$ cat src/rtl/score_segment_gen_pkg.sv
// Shared constants for the score display path: 7-segment encodings,
// segment bit positions and the default debounce length.
package score_segment_gen_pkg;

    localparam int unsigned DEBOUNCE_CYCLES_DEFAULT = 250000;

    typedef enum logic [2:0] {
        SEG_TOP         = 3'd0,
        SEG_UPPER_RIGHT = 3'd1,
        SEG_LOWER_RIGHT = 3'd2,
        SEG_BOTTOM      = 3'd3,
        SEG_LOWER_LEFT  = 3'd4,
        SEG_UPPER_LEFT  = 3'd5,
        SEG_CENTRE      = 3'd6
    } seg_bit_e;

    // Active-low: a 0 lights the segment.
    localparam logic [6:0] SEG_0     = 7'h40;
    localparam logic [6:0] SEG_1     = 7'h79;
    localparam logic [6:0] SEG_2     = 7'h24;
    localparam logic [6:0] SEG_3     = 7'h30;
    localparam logic [6:0] SEG_4     = 7'h19;
    localparam logic [6:0] SEG_5     = 7'h12;
    localparam logic [6:0] SEG_6     = 7'h02;
    localparam logic [6:0] SEG_7     = 7'h78;
    localparam logic [6:0] SEG_8     = 7'h00;
    localparam logic [6:0] SEG_9     = 7'h10;
    localparam logic [6:0] SEG_BLANK = 7'h7F;

    function automatic logic [6:0] seg_decode(input logic [3:0] value);
        logic [6:0] seg;
        case (value)
            4'd0:    seg = SEG_0;
            4'd1:    seg = SEG_1;
            4'd2:    seg = SEG_2;
            4'd3:    seg = SEG_3;
            4'd4:    seg = SEG_4;
            4'd5:    seg = SEG_5;
            4'd6:    seg = SEG_6;
            4'd7:    seg = SEG_7;
            4'd8:    seg = SEG_8;
            4'd9:    seg = SEG_9;
            default: seg = SEG_BLANK;
        endcase
        return seg;
    endfunction

endpackage

$ cat src/rtl/score_segment_gen_button.sv
// Pushbutton conditioner: 2-flop synchronizer, counting debouncer and a
// single-cycle press pulse on each accepted 1->0 transition.
module button_debounce
    import score_segment_gen_pkg::*;
#(
    parameter int unsigned DEBOUNCE_CYCLES = DEBOUNCE_CYCLES_DEFAULT
) (
    input  logic clk,
    input  logic rst_n,
    input  logic button_n,
    output logic press
);

    localparam int unsigned COUNT_W = (DEBOUNCE_CYCLES > 1) ? $clog2(DEBOUNCE_CYCLES) : 1;
    localparam logic [COUNT_W-1:0] COUNT_LAST = COUNT_W'(DEBOUNCE_CYCLES - 1);

    logic [1:0]         sync;
    logic               stable;
    logic               stable_q;
    logic [COUNT_W-1:0] count;

    always_ff @(posedge clk or negedge rst_n) begin
        if (!rst_n) begin
            sync     <= '1;
            stable   <= 1'b1;
            stable_q <= 1'b1;
            count    <= '0;
            press    <= 1'b0;
        end else begin
            sync     <= {sync[0], button_n};
            stable_q <= stable;
            press    <= stable_q & ~stable;
            // Any sample that agrees with the stable level restarts the window.
            if (sync[1] != stable) begin
                if (count == COUNT_LAST) begin
                    stable <= sync[1];
                    count  <= '0;
                end else begin
                    count <= count + COUNT_W'(1);
                end
            end else begin
                count <= '0;
            end
        end
    end

endmodule

$ cat src/rtl/score_segment_gen.sv
// Score counter driven by a debounced pushbutton, with a 7-segment register
// that only reloads at frame start so the overlay never tears mid-frame.
module score_segment_gen
    import score_segment_gen_pkg::*;
#(
    parameter int unsigned DEBOUNCE_CYCLES = DEBOUNCE_CYCLES_DEFAULT,
    parameter int unsigned MAX_SCORE       = 9,
    parameter bit          WRAP            = 1'b1
) (
    input  logic       iVGA_CLK,
    input  logic       iRST_n,
    input  logic       iScoreEvt,
    input  logic       iClear,
    input  logic       iVS,
    output logic [6:0] oScoreSegment,
    output logic [3:0] oScore,
    output logic       oRollover
);

    localparam logic [3:0] SCORE_TOP = 4'(MAX_SCORE);

    logic [1:0] rst_pipe;
    logic       rst_n;
    logic       press;
    logic       vs_q;
    logic       frame_edge;

    // Assertion passes straight through; release is aligned to the clock.
    always_ff @(posedge iVGA_CLK or negedge iRST_n) begin
        if (!iRST_n) rst_pipe <= '0;
        else         rst_pipe <= {rst_pipe[0], 1'b1};
    end
    assign rst_n = rst_pipe[1];

    button_debounce #(
        .DEBOUNCE_CYCLES(DEBOUNCE_CYCLES)
    ) u_score_button (
        .clk     (iVGA_CLK),
        .rst_n   (rst_n),
        .button_n(iScoreEvt),
        .press   (press)
    );

    always_ff @(posedge iVGA_CLK or negedge rst_n) begin
        if (!rst_n) begin
            oScore    <= '0;
            oRollover <= 1'b0;
        end else begin
            oRollover <= 1'b0;
            if (iClear) begin
                oScore <= '0;
            end else if (press) begin
                if (oScore < SCORE_TOP) begin
                    oScore <= oScore + 4'd1;
                end else if (WRAP) begin
                    oScore    <= '0;
                    oRollover <= 1'b1;
                end
            end
        end
    end

    assign frame_edge = vs_q & ~iVS;

    always_ff @(posedge iVGA_CLK or negedge rst_n) begin
        if (!rst_n) begin
            vs_q          <= 1'b1;
            oScoreSegment <= SEG_0;
        end else begin
            vs_q <= iVS;
            if (frame_edge) oScoreSegment <= seg_decode(oScore);
        end
    end

endmodule

$ cat config.mk
export PLATFORM = sky130hd
export DESIGN_NAME = score_segment_gen
export DESIGN_NICKNAME = d
export VERILOG_FILES = /design/src/rtl/score_segment_gen_pkg.sv /design/src/rtl/score_segment_gen_button.sv /design/src/rtl/score_segment_gen.sv
export SDC_FILE = /design/constraint.sdc
export NUM_CORES = 1
export LEC_CHECK = 0
export CORE_MARGIN = 2
export CORE_UTILIZATION = 56
export CTS_CLUSTER_SIZE = 24
export DETAILED_ROUTE_END_ITERATION = 10
export PLACE_DENSITY_LB_ADDON = 0.12
export SETUP_SLACK_MARGIN = 0.5
export SLEW_MARGIN = 20
export SYNTH_ARGS = -nofsm -noshare
export SYNTH_HDL_FRONTEND = slang
export SYNTH_SLANG_ARGS = --single-unit
$ cat constraint.sdc
create_clock -name iVGA_CLK -period 1.35 [get_ports iVGA_CLK]
set_input_delay 0.3375 -clock iVGA_CLK [delete_from_list [all_inputs] [get_ports iVGA_CLK]]
set_output_delay 0.3375 -clock iVGA_CLK [all_outputs]
set_load 0.01 [all_outputs]
# Word level (Yosys, flattened, before mapping)

Memory sizes are Yosys's and may differ from the RTL's. A register that Yosys moved wholly into a read port is not among the register bits.
Index checks and enable logic that the tools add are counted.

Magnitude comparators: 1
Shifts and indexed selects: 0
Mux-type cells: 8
Equality and inequality tests: 2
Div/mod/pow operators: 0
Reductions and logical operators: 3
$add $sub $neg: 2
Bitwise gates (word level): 4
Multiply operators: 0

Operator list:

| operator                | count |
|---|---|
| $mux W18                | 2 |
| $add A18 B1 Y18 const B | 1 |
| $eq A18 B18 Y1 const B  | 1 |
| $mux W4                 | 3 |
| $add A4 B1 Y4 const B   | 1 |
| $lt A4 B4 Y1 const B    | 1 |
| $mux W1                 | 3 |
| $and A1 B1 Y1           | 2 |
| $not A1 Y1              | 2 |
| $reduce_and A2 Y1       | 1 |
| $reduce_bool A2 Y1      | 1 |
| $logic_not A1 Y1        | 1 |
| $ne A1 B1 Y1            | 1 |

Input bits: 5
ROM bits: 112
Flip-flop bits (word level): 31
Memory bits (writable): 0
Memories kept: 1
Bits in latches: 0
Word-level logic and storage cells: 30

Memory list:

| name            | depth | bits a word | rd ports | clocked after Yosys merged registers in | write ports | RTL line                    | RTL |
|---|---|---|---|---|---|---|---|
| (no name shown) | 16    | 7           | 1        | 1                                       | 0           | score_segment_gen_pkg.sv:32 | `case (value)` |

# Longest topological paths before layout

Word-level depth: 4
Mapped depth: 6

# Modules after synthesis

A second synthesis with hierarchy kept.

Cell total of the unflattened synthesis: 176
Area, all modules: 1858.0 um^2

Modules (own cells, without submodules):

| module            | times used | cells an instance | area an instance (um^2) |
|---|---|---|---|
| button_debounce   | 1          | 101               | 1091.0 |
| score_segment_gen | 1          | 75                | 767.0 |

# Worst setup path after synthesis

OpenSTA, ideal clock, no wires.

Path type: register to register
Start: register u_score_button.count[9]
End: register u_score_button.count[17]
Required time: 1.272 ns
Data arrival time: 1.524 ns
Cell stages (with the launch flop): 5
Setup time: 0.078 ns
Slack: -0.252 ns
Cell sequence: dfrtp_1 -> nand4_2 -> or4_1 -> or3_1 -> a21oi_1

Longest elaborated chain between the ends: 3
Elaborated cells on any way between the ends: 4

Ends and longest elaborated chain:

| what                                                     | RTL line                                                       | RTL |
|---|---|---|
| start, declared                                          | score_segment_gen_button.sv:20                                 | `logic [COUNT_W-1:0] count;` |
| start signal, assigned                                   | score_segment_gen_button.sv:39                                 | `count <= count + COUNT_W'(1);` |
| $add A18 B1 Y18 / $eq A18 B18 Y1 (equally long branches) | score_segment_gen_button.sv:39, score_segment_gen_button.sv:35 |  |
| $mux W18 *                                               | score_segment_gen_button.sv:35                                 | `if (count == COUNT_LAST) begin` |
| $mux W18 *                                               | score_segment_gen_button.sv:34                                 | `if (sync[1] != stable) begin` |

Every way passes the cells marked *; elsewhere a longest branch is shown, timed or not.
A chain may end at the register's enable or synchronous reset.

# Worst setup path after layout

Start: register u_score_button.count[10]
End: register u_score_button.count[3]

Longest elaborated chain between the ends: 3

Ends and longest elaborated chain:

| what           | RTL line |
|---|---|
| $eq A18 B18 Y1 | score_segment_gen_button.sv:35 |
| $mux W18       | score_segment_gen_button.sv:35 |
| $mux W18       | score_segment_gen_button.sv:34 |

No other way between the ends.

==> impl_metrics.py <==
metrics = {
    "status": {
        "outcome": "complete, but fails checks",
        "violations": "negative setup slack",
    },
    "worst_setup_path": {
        "r2r_end": "u_score_button.count[3]",
        "rr_worst_depth": 6,
        "crit_arrival_ns": 1.92,
        "critPathKind": "reg -> reg",
        "cp_max_fo": 5,
        "r2r_setup_slack_ns": -0.34,
        "path_cells": "buf_4 > nor4_2 > nand4_1 > o21ai_4 > clkbuf_16 > nor2_2",
        "required_ns": 1.58,
        "cp_slowest_cell": "dfrtp_1",
        "worst_setup_path_end_kind": "flop",
        "r2r-start": "u_score_button.count[10]",
        "start_kind": "flop",
        "critical_path.max_stage_delay_ns": 0.42,
    },
    "cts": {
        "cts_tree": "built",
        "numCtsBuffers": 5,
        "clock_sinks": 38,
        "cts.path.max_buffers": 2,
        "clkTransAtPathRegs_ns": 0.12,
        "worstSkewPairLatency_ns": 0.35,
        "cts_max_level": 2,
        "clockRootBuffer": "clkbuf_4",
    },
    "yosys": {
        "synth_flop_cell": "dfrtp_1",
        "netlist_top_cells_count": "32 x dfrtp_1, 27 x nor2_1, 16 x nand2_1",
        "synth_enable_flop_cells": 0,
        "ys_ff_latch": 38,
        "synth.distinct_cells": 33,
        "yosys.area.top_type": "dfrtp_1",
        "yosysWarnings": 0,
        "syn_nets": 188,
        "ys_seq_area_share_pct": 53.8,
        "syn_inst": 178,
        "syn_area_per_cell_um2": 10.0,
        "syn_area_um2": 1780,
        "ys_top_cells_by_area": "dfrtp_1 45%, dfstp_2 8.8%, xnor2_1 7.4%",
        "yosysMostFrequentCell": "dfrtp_1",
        "synth_top_area_share_pct": 44.9,
        "async_flop_share_pct": 100,
    },
    "pwr": {
        "power.leakage_nw": 1.17,
        "irDropWorstVdd_v": 0.000660,
        "total_power_mw": 2.21,
        "p_per_area_nw_per_um2": 805,
    },
    "grt": {
        "gr-usage-met2_pct": 51.9,
        "use_met3_pct": 5.76,
        "gr-total-overflow": 0,
        "busiest_layer": "met2",
        "grt_usage_pct": 29.9,
        "grt_start_max_net_pins": 37,
        "use_met1_pct": 33.1,
        "grt_pass1_vias": 1636,
        "antenna_found_initial": 0,
        "grt_pass1_wl_um": 7730,
    },
    "drt": {
        "drtIter0Drc": 163,
        "drc": 0,
        "wl_per_cell_um": 19.6,
        "route.vias.total": 1715,
        "drt_pass1_iterations": 5,
        "wl_um": 5750,
        "drtAntennaViolNets": 0,
        "vias_per_cell": 5.85,
    },
    "sta": {
        "rsz0062_at_grt": "true",
        "fin_crit_sh_pct": 125,
        "hold_ws_ns": 0.136,
        "finalCriticalPeriod_ns": 1.69,
        "finalHoldViolCount": 0,
        "timing.setup.tns_ns": -5.67,
        "fmax_mhz": 593,
        "finalWorstSetupSlack_ns": -0.336,
        "drv_slew": 0,
        "setup_viol": 24,
        "finalClockSkew_ns": 0.0108,
    },
    "place": {
        "gp_congestion": 0.888,
        "dpl.hpwl_um": 2890,
        "port_buffers": 16,
        "placed_cell_area_um2": 2340,
    },
    "floorplanning": {
        "row_count": 20,
        "chipHeight_um": 60.4,
        "die_w_um": 60.4,
        "io_pins": 17,
        "initial_utilization_pct": 58.8,
        "design.die.area_um2": 3650,
        "core_area_um2": 3030,
    },
    "layout": {
        "final_area_um2": 2740,
        "n_antenna_cell": 0,
        "drive_above_1_share_pct": 51.4,
        "nNetsFinal": 258,
        "areaGrowthSynthToFinish_pct": 53.8,
    },
    "flow_run": {
        "cap_violations": 0,
    },
    "min_path": {
        "hp-class": "in -> async",
    },
}
==> critical path: cells and delay by family (launching register included) <==
kind / cells / cell delay (ns)
flip-flops: 1 / 0.42
AND/OR/NAND/NOR: 3 / 0.47
AO/OA/AOI/OAI: 1 / 0.31
buffers and inverters: 2 / 0.37
==> registers in the layout, indices dropped and copies added (netlist names) <==
| register | count |
|---|---|
| u_score_button.sync | 2 |
| oScore | 4 |
| u_score_button.stable_q | 1 |
| u_score_button.stable | 1 |
| rst_pipe | 2 |
| oScoreSegment | 7 |
| u_score_button.press | 1 |
| u_score_button.count | 18 |
| vs_q | 1 |
| oRollover | 1 |
==> worst max path at each step <==
stage                                  start                       end  depth (start not counted)
floorplan            u_score_button.count[8]  u_score_button.count[17]                          4
global placement    u_score_button.count[10]  u_score_button.count[17]                          4
detailed placement   u_score_button.count[1]  u_score_button.count[14]                          5
CTS                  u_score_button.count[9]  u_score_button.count[17]                          4
global route         u_score_button.count[4]     u_score_button.stable                          5
finish              u_score_button.count[10]   u_score_button.count[3]                          6
==> repair_timing <==
action	in CTS	in global routing
setup endpoints to repair	43	43
pin swaps	16	14
hold buffers	0	0
resized for setup	75	24
cloned	0	2
endpoints found under the hold margin	0	0
setup buffers	10	7
==> through the flow <==
step | std cells | worst slack (ns) | util [%]
after global routing | 293 | -0.362 | 90.5
after floorplan | 178 | -0.235 | -
final | 293 | -0.336 | 90.5
after CTS | 284 | -0.232 | 84.7
after detailed placement | 266 | -0.270 | 77.3
after global placement | 266 | -0.178 | 77.3
==> cell type report <==
cell class	count	area [um^2]
clock buffer	8	78.8
tap	44	55.1
sequential	38	962
timing repair buffer	68	592
inverter	6	37.5
fill	118	288
multi-input combinational	129	1010
==> cells in the final DEF, fill, tap and decap left out, types with 4 or more instances in the layout <==
cell             instances
buf_6                   13
nor3_1                   4
a21oi_2                  7
buf_2                    8
dfstp_2                  6
xnor2_1                 15
nand3_1                  6
nor2_2                   6
nand2_1                 13
nand4_1                  5
inv_1                    4
dfrtp_1                 29
o21ai_1                  5
buf_4                   40
nor2_1                  18
clkdlybuf4s50_1          4
ha_4                     4
clkbuf_4                 5
==> per-layer routing <==
metal | vias to the layer above | part of all wire [%]
met5 | - | 0
met4 | 0 | 4.6
met3 | 28 | 6.2
met2 | 93 | 52
met1 | 848 | 37
li1 | 746 | -
==> cells by family after synthesis <==
group	share of synthesized area, %
and+or+nand+nor	23.0
DFF	53.8
AOI/OAI and AO/OA	7.02
xor gates and xnor gates	8.36
buffers and inverters	2.39
adders and majority gates	3.51
muxes	1.76
other	0.210
==> where the power goes <==
part	internal, mW	switching (mW)
sequential	1.18	0.0261
combinational	0.120	0.138
clock	0.356	0.384
Note: power is estimated with default switching activity, not from simulation.
